### config.mk
export PLATFORM = sky130hd
export DESIGN_NAME = bin_to_bcd_seq_flat
export DESIGN_NICKNAME = d
export VERILOG_FILES = /design/src/rtl/bin_to_bcd_if.sv /design/src/rtl/bin_to_bcd_seq.sv /design/src/flat_wrapper.sv
export SDC_FILE = /design/constraint.sdc
export NUM_CORES = 1
export LEC_CHECK = 0
export BUFFER_PORTS_ARGS = -buffer_cell sky130_fd_sc_hd__buf_4
export CORE_MARGIN = 3
export CORE_UTILIZATION = 36
export DETAILED_ROUTE_END_ITERATION = 6
export HOLD_SLACK_MARGIN = 0.08
export RECOVER_POWER = 100
export SYNTH_ARGS = -nofsm -noshare
export SYNTH_HDL_FRONTEND = slang
export SYNTH_SLANG_ARGS = --single-unit
### constraint.sdc
create_clock -name clk -period 3 [get_ports clk]
set_clock_uncertainty 0.1 [all_clocks]
set_input_delay 0.3 -clock clk [delete_from_list [all_inputs] [get_ports clk]]
set_output_delay 0.3 -clock clk [all_outputs]
set_load 0.01 [all_outputs]
### src/rtl/bin_to_bcd_if.sv
// Start/done handshake bundle between the controller and bin_to_bcd_seq.
// master drives start/bin_in; slave returns busy/done/bcd_out/overflow (+seg_out).
interface bin_to_bcd_seq_if #(
  parameter int IN_W   = 9,
  parameter int DIGITS = 3
);
  logic                  start;
  logic [IN_W-1:0]       bin_in;
  logic                  busy;
  logic                  done;
  logic [4*DIGITS-1:0]   bcd_out;
  logic                  overflow;
`ifdef BCD_SEG_OUT_EN
  logic [7*DIGITS-1:0]   seg_out;

  modport master (
    output start, bin_in,
    input  busy, done, bcd_out, overflow, seg_out
  );
  modport slave (
    input  start, bin_in,
    output busy, done, bcd_out, overflow, seg_out
  );
`else
  modport master (
    output start, bin_in,
    input  busy, done, bcd_out, overflow
  );
  modport slave (
    input  start, bin_in,
    output busy, done, bcd_out, overflow
  );
`endif
endinterface

### src/rtl/bin_to_bcd_seq.sv
// Sequential double-dabble binary->BCD, one bit per clock (clk, rst_n, bus).
// Optional BCD_SEG_OUT_EN adds registered active-low 7-seg outputs per digit.
module bin_to_bcd_seq #(
  parameter int IN_W   = 9,
  parameter int DIGITS = 3
) (
  input  logic          clk,
  input  logic          rst_n,
  bin_to_bcd_seq_if.slave bus
);
  localparam int BW = 4 * DIGITS;
  localparam int CW = $clog2(IN_W + 1);

  typedef enum logic [1:0] {
    IDLE,
    SHIFT,
    DONE
  } state_t;

  state_t state, state_n;

  logic [IN_W-1:0] sr;
  logic [BW-1:0]   dig;
  logic [BW-1:0]   adj;
  logic [BW-1:0]   dig_n;
  logic            ovf;
  logic            ovf_n;
  logic [CW-1:0]   cnt;
  logic [BW-1:0]   bcd_q;
  logic            ovf_q;
  logic            busy;
  logic            done;
  logic            take;
  logic            load;

  always_comb begin
    adj = dig;
    for (int k = 0; k < DIGITS; k++) begin
      if (dig[4*k+:4] >= 4'd5)
        adj[4*k+:4] = dig[4*k+:4] + 4'd3;
    end
  end

  // Bit leaving the top digit means value >= 10^DIGITS; keep it sticky.
  assign dig_n = {adj[BW-2:0], sr[IN_W-1]};
  assign ovf_n = ovf | adj[BW-1];

  always_comb begin
    state_n = state;
    busy    = 1'b0;
    done    = 1'b0;
    take    = 1'b0;
    load    = 1'b0;
    unique case (state)
      IDLE: begin
        if (bus.start) begin
          take    = 1'b1;
          state_n = SHIFT;
        end
      end
      SHIFT: begin
        busy = 1'b1;
        if (cnt == CW'(1)) begin
          load    = 1'b1;
          state_n = DONE;
        end
      end
      DONE: begin
        done    = 1'b1;
        state_n = IDLE;
      end
      default: state_n = IDLE;
    endcase
  end

`ifdef BCD_SEG_OUT_EN
  logic [7*DIGITS-1:0] seg_q;

  function automatic logic [6:0] seg7(input logic [3:0] d);
    case (d)
      4'd0:    seg7 = 7'b1000000;
      4'd1:    seg7 = 7'b1111001;
      4'd2:    seg7 = 7'b0100100;
      4'd3:    seg7 = 7'b0110000;
      4'd4:    seg7 = 7'b0011001;
      4'd5:    seg7 = 7'b0010010;
      4'd6:    seg7 = 7'b0000010;
      4'd7:    seg7 = 7'b1111000;
      4'd8:    seg7 = 7'b0000000;
      4'd9:    seg7 = 7'b0010000;
      default: seg7 = 7'b1111111;
    endcase
  endfunction

  always_ff @(posedge clk or negedge rst_n) begin
    if (!rst_n) begin
      seg_q <= '1;
    end else if (load) begin
      for (int k = 0; k < DIGITS; k++)
        seg_q[7*k+:7] <= seg7(dig_n[4*k+:4]);
    end
  end

  assign bus.seg_out = seg_q;
`endif

  // Results are loaded on the final shift edge so they are already
  // visible during the DONE cycle, together with the done pulse.
  always_ff @(posedge clk or negedge rst_n) begin
    if (!rst_n) begin
      state <= IDLE;
      sr    <= '0;
      dig   <= '0;
      ovf   <= 1'b0;
      cnt   <= '0;
      bcd_q <= '0;
      ovf_q <= 1'b0;
    end else begin
      state <= state_n;
      if (take) begin
        sr  <= bus.bin_in;
        dig <= '0;
        ovf <= 1'b0;
        cnt <= CW'(IN_W);
      end else if (busy) begin
        sr  <= sr << 1;
        dig <= dig_n;
        ovf <= ovf_n;
        cnt <= cnt - CW'(1);
      end
      if (load) begin
        bcd_q <= dig_n;
        ovf_q <= ovf_n;
      end
    end
  end

  assign bus.busy     = busy;
  assign bus.done     = done;
  assign bus.bcd_out  = bcd_q;
  assign bus.overflow = ovf_q;
endmodule

### src/flat_wrapper.sv
// flat-port wrapper written by rule: the top's interface ports become plain ports
module bin_to_bcd_seq_flat 
#(
  parameter int IN_W   = 9,
  parameter int DIGITS = 3
)
  (clk, rst_n, bus_start, bus_bin_in, bus_busy, bus_done, bus_bcd_out, bus_overflow);
  bin_to_bcd_seq_if #(.IN_W(IN_W), .DIGITS(DIGITS)) bus_i ();
  input  logic clk;
  input  logic rst_n;
  input wire logic [$bits(bus_i.start)-1:0] bus_start;
  input wire logic [$bits(bus_i.bin_in)-1:0] bus_bin_in;
  output wire logic [$bits(bus_i.busy)-1:0] bus_busy;
  output wire logic [$bits(bus_i.done)-1:0] bus_done;
  output wire logic [$bits(bus_i.bcd_out)-1:0] bus_bcd_out;
  output wire logic [$bits(bus_i.overflow)-1:0] bus_overflow;
  assign bus_i.start = bus_start;
  assign bus_i.bin_in = bus_bin_in;
  assign bus_busy = bus_i.busy;
  assign bus_done = bus_i.done;
  assign bus_bcd_out = bus_i.bcd_out;
  assign bus_overflow = bus_i.overflow;
  bin_to_bcd_seq #(.IN_W(IN_W), .DIGITS(DIGITS)) u_core (.clk(clk), .rst_n(rst_n), .bus(bus_i));
endmodule
# --- Word level (Yosys, flattened, before mapping) ---
# Index checks and enable logic that the tools add are counted.
# W data, S select, Z words.
totals:
  regBits: 41
  word_cells: 43
classes:
  addsub: 4
  n_lt_le_gt_ge: 3
  n_eq_ne: 5
  muxes: 20
  bitwise_logic: 1
  n_reduce_logical: 3
op_table:
  columns: ["cell", "n"]
  rows:
  - ["$mux W12", 2]
  - ["$mux W4", 5]
  - ["$mux W9", 2]
  - ["$add A4 B2 Y4 const B", 3]
  - ["$ge A4 B3 Y1 const B", 3]
  - ["$mux W1", 8]
  - ["$eq A4 B1 Y1 const B", 1]
  - ["$mux W2", 2]
  - ["$pmux W2 S2", 1]
  - ["$sub A4 B1 Y4 const B", 1]
  - ["$eq A2 B1 Y1 const B", 1]
  - ["$eq A2 B2 Y1 const B", 1]
  - ["$logic_not A2 Y1", 1]
  - ["$ne A2 B1 Y1 const B", 1]
  - ["$ne A2 B2 Y1 const B", 1]
  - ["$reduce_and A2 Y1", 1]
  - ["$reduce_bool A2 Y1", 1]
  - ["$or A1 B1 Y1", 1]

# --- Logic depth before layout (Yosys ltp) ---
# Gate-level depths: netlist of run 1.
logic_depth:
  depth_word: 5
  depth_mapped: 7
  mapped_depth_nobuf: 7

# --- Least setup slack after synthesis of run 1 ---
# Ideal clock, no wire load.
synth_path:
  path_type: "flip-flop to flip-flop"
  from: "register u_core.dig[0]"
  to: "register u_core.dig[2]"
  setup_time_ns: 0.083
  arrival_ns: 1.361
  required_ns: 2.817
  slack_ns: 1.456
  path_stages_with_launch: 7
  n_path_buf: 0
  cell_sequence: "dfrtp_1 -> inv_1 -> ha_1 -> nand2b_1 -> a21oi_2 -> mux2_4 -> o21ai_0"
synth_between:
  elab_chain_cells: 4
  word_cells_on_any_way: 5
synth_lines:
  columns: ["item", "line", "text"]
  rows:
  - ["from (decl)", "bin_to_bcd_seq.sv:23", "logic [BW-1:0] dig;"]
  - ["from (signal assigned)", "bin_to_bcd_seq.sv:127", "dig <= dig_n;"]
  - ["$add A4 B2 Y4 / $ge A4 B3 Y1 (equally long branches)", "bin_to_bcd_seq.sv:40, bin_to_bcd_seq.sv:39", null]
  - ["$mux W4 (*)", "bin_to_bcd_seq.sv:39", "if (dig[4*k+:4] >= 4'd5)"]
  - ["$mux W12 (*)", "bin_to_bcd_seq.sv:125", "end else if (busy) begin"]
  - ["$mux W12 (*)", "bin_to_bcd_seq.sv:120", "if (take) begin"]
# Mark *: on every way between the ends. The rest lies on a longest branch, timed or not. The select of a mux whose other input is x is not followed.
# A chain may end at the register's enable or synchronous reset.

# --- Worst setup path in the final report of run 1 ---
layout_path:
  from: "register u_core.state[1]"
  to: "output port bus_busy"
layout_between:
  elab_chain_cells: 2
layout_lines:
  columns: ["item", "line", "text"]
  rows:
  - ["from (decl)", "bin_to_bcd_seq.sv:20", "state_t state, state_n;"]
  - ["from (signal assigned)", "bin_to_bcd_seq.sv:119", "state <= state_n;"]
  - ["$eq A2 B1 Y1", "bin_to_bcd_seq.sv:54", "unique case (state)"]
  - ["$mux W1", "bin_to_bcd_seq.sv:54", null]
  - ["to (decl)", "flat_wrapper.sv:13", "output wire logic [$bits(bus_i.busy)-1:0] bus_busy;"]
# No other way between the ends.

==> results of run 1 <==
==> flip-flops by register name, indices dropped and copies added (netlist names) <==
register,count
u_core.ovf,1
u_core.bus.bcd_out,12
u_core.sr,9
u_core.state,2
u_core.bus.overflow,1
u_core.dig,12
u_core.cnt,4
==> layer usage <==
metal,global-route usage [%],up-vias,routed length (um)
met5,0,-,0
met3,3.29,4,90
li1,-,761,-
met2,21.9,13,1940
met1,16.9,704,1820
met4,4.49,0,46
==> critical path, stage by stage, from the launching register on <==
cell and delay [ns]:
dfrtp_1 0.67, nand2b_1 0.45, inv_1 0.30, buf_4 0.23
==> what timing repair did <==
action / in CTS / in global routing
resized for setup: 0 / 0
setup endpoints to repair: 0 / 0
hold endpoints to repair: 41 / 0
hold buffers: 1 / 0
==> layout make-up <==
type	instances	area share (%)
Clock buffer	6	3.16
Clock inverter	2	0.436
Inverter	11	1.80
Multi-Input combinational cell	146	39.4
Sequential cell	41	44.7
Tap cell	72	3.93
Timing Repair Buffer	27	6.54
==> power by group through the flow <==
stage	sequential (W)	combinational [W]	clock (W)
after floorplan	0.000977	0.000778	0
after global placement	0.00101	0.00101	0
after detailed placement	0.00102	0.00103	0
after CTS	0.00101	0.00104	0.000357
after global routing	0.00105	0.00107	0.000380
final	0.00100	0.000909	0.000340
==> per-stage QoR <==
step / std cells / hold slack [ns]
finish: 305 / 0.204
global route: 305 / 0.217
CTS: 305 / 0.201
detailed placement: 296 / 0.222
global placement: 296 / 0.219
floorplan: 209 / -0.0956
==> worst min path at each step <==
stage                       start  cells after the start                     to
floorplan                   rst_n                      0  u_core.bus.bcd_out[0]
global placement            rst_n                      1    u_core.bus.overflow
detailed placement          rst_n                      1    u_core.bus.overflow
CTS                 bus_bin_in[2]                      3           u_core.sr[2]
global route        bus_bin_in[0]                      3           u_core.sr[0]
finish              bus_bin_in[2]                      3           u_core.sr[2]
==> cell usage in the layout (no fill, tap or decap), types with 3 or more instances in the layout <==
master and n:
a21oi_1 16, a21oi_2 3, a22o_1 3, a22oi_1 8, buf_4 11, clkbuf_1 15, clkbuf_8 5, dfrtp_1 41
ha_1 8, inv_1 11, nand2_1 28, nand2b_1 4, nor2_1 5, nor2b_1 12, nor3b_1 5, o21ai_0 36
xnor2_1 3
==> cell families after synthesis <==
| family | Yosys count | synth area share [%] |
|---|---|---|
| buffers and inverters | 22 | 5.78 |
| AND/OR/NAND/NOR | 59 | 15.4 |
| flip-flops | 41 | 49.4 |
| AO/OA/AOI/OAI | 71 | 20.2 |
| XOR/XNOR | 3 | 1.27 |
| adder cells (fa/ha/maj) | 8 | 4.82 |
| multiplexers | 5 | 3.07 |
==> flow_summary.toml, run 1 <==
[layout]
multi_input_area_um2 = 905
diodes = 0
area_growth_pct = 10.5
fillers = 585
seq_area_um2 = 1030
final_area_um2 = 2290
layout.nets = 252
layout-drive-gt1-share_pct = 11.6
final_core_util_pct = 41.4

[die]
core_area_um2 = 5540
rows = 27
die_w_um = 82.0
pin_count = 27
dieHeight_um = 82.0
initial_utilization_pct = 37.5
die_area_um2 = 6720

[global_routing]
grt_pass1_vias = 1473
grt_first_pass_wirelength_um = 6760
antenna_found_initial = 0
grt_overflow = 0
grt_max_degree = 42
grt_usage_pct = 13.3

[sta]
finalSetupViolations = 0
slew_headroom_pct = 16.9
maxSlewViolCount = 0
fin_ws_ns = 0.669
rsz0062_at_grt = "no"
period_minus_slack_ns = 2.33
tightest_slew_ns = 1.24
max_freq_mhz = 429
finalHoldViolCount = 0
min_period_over_period_pct = 77.7
final.setup.tns_ns = 0

[cts]
cts_tree = "done"
cts_sinks = 41
path_clk_slew_ns = 0.07
post-cts-setup-buffers = 0
cts_buffer_depth = 2
cts-buffers-inserted = 5
root_buffer = "clkbuf_8"
worst_skew_pair.late_latency_ns = 0.29
cts-htree-levels = 2

[yosys]
synth_commonest_cells = "dfrtp_1 (41), nand2_1 (28), o21ai_0 (23), a21oi_1 (16), o21ai_1 (14)"
async_flop_share_pct = 100
synth_flop_cell = "dfrtp_1"
syn-cell-area_um2 = 2080
synth.most_common_cell = "dfrtp_1"
yosys_warnings = 0
synth_cell_types = 33
synth_top_area_share_pct = 49.4
synth_top_cell_by_area = "dfrtp_1"
yosysSeqAreaShare_pct = 49.4
syn_area_per_cell_um2 = 9.94
synth_edf_count = 0
syn_inst = 209
synth-seq-cells = 41
synthTopCellsByArea = "dfrtp_1 (49%), o21ai_0 (5.5%), nand2_1 (5.1%), ha_1 (4.8%), a21oi_1 (3.9%)"
syn_nets = 229

[worst_setup_path]
crit_end = "bus_busy"
crit_fanout = 18
cp-end-kind = "output pin"
ff2ff_setup_slack_ns = 0.76
critPathRequiredTime_ns = 2.60
startpoint = "u_core.state[1]"
r2r-end = "u_core.bus.bcd_out[0]"
worstRegToRegCells = 4
cp.arrival_ns = 1.93
crit_type = "register to output pin"
worstSetupStartpointType = "register"
r2r-start = "u_core.state[1]"

[place]
dp_hpwl_um = 2730
numPortBuffers = 26
gp_congestion = 0.769
placed_cell_area_um2 = 2280
pre_cts_slack_ns = 1.06

[power]
finalPower_w = 0.00225
p_seq_share_pct = 44.5
leakage_nw = 1.00
power_density_nw_per_um2 = 981
switching_share_pct = 40.0
ir_drop_v = 0.000279
p_comb_share_pct = 40.4
intPower_w = 0.00135
p_clk_share_pct = 15.1
netSwitchingPower_w = 0.000900

[job]
cap_violations = 0

[outcome]
status = "finished clean"

[drt]
route.detailed.drc = 0
via_per_inst = 4.86
postRouteAntennaNets = 0
num_vias = 1482
dr.pass1.iters = 4
dr.first_iter.drc_count = 80
wl_per_cell_um = 12.8
drt_wl_total_um = 3900

[min_path]
hp-class = "primary input to register"
(Power assumes the default switching activity.)
==> run 2: changes to the inputs <==
- clock period: 3 -> 1.89 ns (I/O delays scaled with it)
==> flow_summary.toml, run 2 (synthesis gave the netlist of run 1 again) <==
[outcome]
status = "finished clean"

[worst_setup_path]
critPathRequiredTime_ns = 1.99
worstSetupStartpointType = "register"
path_cells = "clkbuf_2 > nor2b_1 > clkbuf_1 > a21oi_1 > o21ai_0"
crit_type = "register to register"
cp.arrival_ns = 1.83
cp-end-kind = "register"
path_buf_inv = 2
ff2ff_setup_slack_ns = 0.16
cp_slowest_cell = "clkbuf_1"
worst-path-stages = 5
crit_fanout = 17
worstRegToRegCells = 5
slowest_delay_ns = 0.39
cp_top_family = "buffers and inverters"

[global_routing]
grt_first_pass_wirelength_um = 7070
grt_max_degree = 42
grt_usage_pct = 13.8
grt_pass1_vias = 1460
antenna_found_initial = 0
grt_overflow = 0

[die]
core_area_um2 = 5540
initial_utilization_pct = 37.5
pin_count = 27
rows = 27
die_w_um = 82.0
dieHeight_um = 82.0
die_area_um2 = 6720

[sta]
tightest_slew_ns = 1.01
period_minus_slack_ns = 1.73
finalSetupViolations = 0
final.setup.tns_ns = 0
fin_ws_ns = 0.160
rsz0062_at_grt = "no"
slew_headroom_pct = 32.9
hold_ws_ns = 0.0879
min_period_over_period_pct = 91.6
max_freq_mhz = 578
finalHoldViolCount = 0
maxSlewViolCount = 0

[place]
pre_cts_slack_ns = 0.193
numPortBuffers = 26
dp_hpwl_um = 2790
gp_congestion = 0.778

[layout]
diodes = 0
layout.nets = 260
area_growth_pct = 14.5
layout_commonest_cell = "dfrtp_1"
layout-drive-gt1-share_pct = 13.7
layout_common_cells = "dfrtp_1 (41), o21ai_0 (31), nand2_1 (28)"

[drt]
route.detailed.drc = 0
via_per_inst = 4.93
m1WireLength_um = 1940
routed.top_layer = "met4"
wl_per_cell_um = 13.0
dr_wl_met2_um = 1960
dr.pass1.iters = 4
drt_wl_total_um = 4080
dr.first_iter.drc_count = 85
wl_met3_um = 88
postRouteAntennaNets = 0
num_vias = 1542

[cts]
cts_buffer_depth = 2
ctsResizeCount = 0
post-cts-setup-buffers = 0
cts-buffers-inserted = 5
cts_sinks = 41
worst_skew_pair.late_latency_ns = 0.30
path_clk_slew_ns = 0.08
root_buffer = "clkbuf_8"
cts-htree-levels = 2
cts_tree = "done"

[power]
power_density_nw_per_um2 = 1570
ir_drop_v = 0.000548
finalPower_w = 0.00373
leakage_nw = 1.05

[min_path]
hp-class = "primary input to register"
hold_depth = 3

[job]
cap_violations = 0
run 2: changes by cell type in the layout (fill, tap and decap cells not counted), moves of 2 or more:
cell / delta
o21ai_1: +4
clkbuf_8: +2
buf_4: +2
o21ai_0: -5
dlygate4sd3_1: +3
clkbuf_2: +2
run 2: final timing paths:
| kind | from | endpoint |
|---|---|---|
| min | bus_bin_in[0] | u_core.sr[0] |
| max in group asynchronous | rst_n | u_core.sr[4] |
| min reg2reg | u_core.bus.bcd_out[1] | u_core.bus.bcd_out[1] |
| min in group asynchronous | rst_n | u_core.sr[1] |
| max | u_core.state[1] | u_core.sr[8] |
| max reg2reg | u_core.state[1] | u_core.sr[8] |
run 2: final cells by class:
class / instances / area (um2)
timing repair buffer: 35 / 209
tap: 72 / 90.1
inverter: 11 / 41.3
multi-input combinational: 146 / 911
clock inverter: 1 / 5.00
clock buffer: 7 / 96.3
sequential: 41 / 1030
fill: 570 / 3160
run 2: where the power goes:
group          internal (W)  leakage (nW)  total, W  switching [W]
Combinational      0.000680         0.479   0.00155       0.000868
Clock              0.000330        0.0542  0.000632       0.000302
Sequential          0.00124         0.517   0.00155       0.000305
run 2: repair_timing:
| action | in CTS | in global routing |
|---|---|---|
| hold buffers | 4 | 0 |
| hold endpoints to repair | 44 | 0 |
| setup endpoints to repair | 0 | 0 |
run 2: layer usage:
metal	vias up	global-route usage, %
li1	777	-
met1	743	18.3
met2	14	21.2
met3	8	2.96
met4	0	6.48
met5	-	0
run 2: worst min-delay path, cell delays in order:
cell	delay (ns)
buf_4	0.07
a21oi_1	0.04
o21ai_0	0.14
run 2: through the flow:
step / cell area, um2 / utilization [%] / cells
final: 2380 / 42.9 / 313
after global placement: 2320 / 41.9 / 301
after global routing: 2380 / 42.9 / 313
after detailed placement: 2320 / 41.9 / 301
after floorplan: 2080 / - / 209
after CTS: 2460 / 44.4 / 313
==> run 3: changes to the inputs <==
- CELL_PAD_IN_SITES_DETAIL_PLACEMENT: not set -> 0
- CELL_PAD_IN_SITES_GLOBAL_PLACEMENT: not set -> 1
- CORE_UTILIZATION: 36 -> 40
- PLACE_DENSITY_LB_ADDON: not set -> 0.1
- SETUP_SLACK_MARGIN: not set -> 0.05
==> flow_summary.toml, run 3 (synthesis gave the netlist of run 1 again) <==
[layout]
final_core_util_pct = 47.6
area_growth_pct = 11.7
final_area_um2 = 2320
layout_commonest_cell = "dfrtp_1"
layout.nets = 257
diodes = 0
layout-drive-gt1-share_pct = 12.7
layout_common_cells = "dfrtp_1 (41), o21ai_0 (30), nand2_1 (28)"

[sta]
max_freq_mhz = 573
period_minus_slack_ns = 1.75
tightest_slew_ns = 1.02
finalSetupViolations = 0
slew_headroom_pct = 31.8
hold_ws_ns = 0.0863
rsz0062_at_grt = "no"
final.setup.tns_ns = 0
min_period_over_period_pct = 92.4
fin_ws_ns = 0.143
finalHoldViolCount = 0
maxSlewViolCount = 0

[global_routing]
antenna_found_initial = 0
grt_usage_pct = 15.8
grt_first_pass_wirelength_um = 7540
grt_overflow = 0
grt_pass1_vias = 1556
grt_max_degree = 42

[die]
dieHeight_um = 78.1
core_area_um2 = 4880
die_area_um2 = 6090
rows = 25
pin_count = 27
initial_utilization_pct = 42.6
die_w_um = 78.1

[worst_setup_path]
critPathRequiredTime_ns = 1.99
crit_type = "register to register"
ff2ff_setup_slack_ns = 0.14
worstSetupStartpointType = "register"
cp-end-kind = "register"
crit_fanout = 4
cp.arrival_ns = 1.85
worstRegToRegCells = 6

[cts]
cts_buffer_depth = 2
cts_tree = "done"
cts-buffers-inserted = 5
cts-htree-levels = 2
path_clk_slew_ns = 0.07
post-cts-setup-buffers = 0
cts_sinks = 41
worst_skew_pair.late_latency_ns = 0.29
root_buffer = "clkbuf_8"

[place]
gp_congestion = 0.783
placed_cell_area_um2 = 2310
dp_hpwl_um = 3060
pre_cts_slack_ns = 0.159
numPortBuffers = 26

[power]
leakage_nw = 1.02
power_density_nw_per_um2 = 1590
ir_drop_v = 0.000728

[drt]
num_vias = 1551
drt_wl_total_um = 4400
dr.pass1.iters = 4
postRouteAntennaNets = 0
wl_per_cell_um = 14.5
via_per_inst = 5.10
route.detailed.drc = 0
dr.first_iter.drc_count = 74

[min_path]
hold_depth = 3
hp-class = "primary input to register"

[outcome]
status = "finished clean"

[job]
cap_violations = 0
run 3: changes by cell type in the layout (fill, tap and decap cells not counted), moves of 2 or more:
cell / change
clkbuf_1: +2
dlygate4sd3_1: -2
buf_4: -2
o21ai_1: +2
run 3: final timing paths:
kind,start,endpoint
min in group asynchronous,rst_n,u_core.dig[10]
setup reg to reg,u_core.dig[0],u_core.dig[2]
hold / removal,bus_bin_in[8],u_core.sr[8]
setup / recovery,u_core.dig[0],u_core.dig[2]
max in group asynchronous,rst_n,u_core.cnt[3]
hold reg to reg,u_core.bus.bcd_out[8],u_core.bus.bcd_out[8]
run 3: repair_timing:
item / CTS / global route
hold endpoints to repair: 42 / 0
setup endpoints to repair: 0 / 1
resized for setup: 0 / 1
hold buffers: 2 / 0
run 3: area by class of cell:
| cell class | instances | area [um2] |
|---|---|---|
| Timing Repair Buffer | 32 | 178 |
| Fill cell | 490 | 2560 |
| Multi-Input combinational cell | 146 | 906 |
| Sequential cell | 41 | 1030 |
| Tap cell | 67 | 83.8 |
| Clock buffer | 7 | 86.3 |
| Inverter | 11 | 41.3 |
run 3: critical path, cell delays in order (launching register included):
cell      delay, ns
dfrtp_1        0.41
inv_1          0.10
ha_1           0.21
nand2b_1       0.09
a21oi_1        0.26
mux2_4         0.34
o21ai_0        0.16
run 3: metal layers:
layer  vias up  track usage, %  part of all wire, %
met5         -               0                    0
met1       753            20.4                   45
met3         5            4.47                  3.6
met2        22            25.4                   50
met4         0            5.24                  1.2
li1        771               -                    -
run 3: power by group:
part	switching (W)	leakage, nW	internal [W]
combinational	0.000894	0.458	0.000672
sequential	0.000304	0.517	0.00124
clock	0.000282	0.0443	0.000290
total	0.00148	1.02	0.00221
run 3: through the flow:
stage               cells  power [W]
detailed placement    295    0.00334
CTS                   304    0.00392
floorplan             209    0.00278
finish                304    0.00369
global placement      295    0.00323
global route          304    0.00403
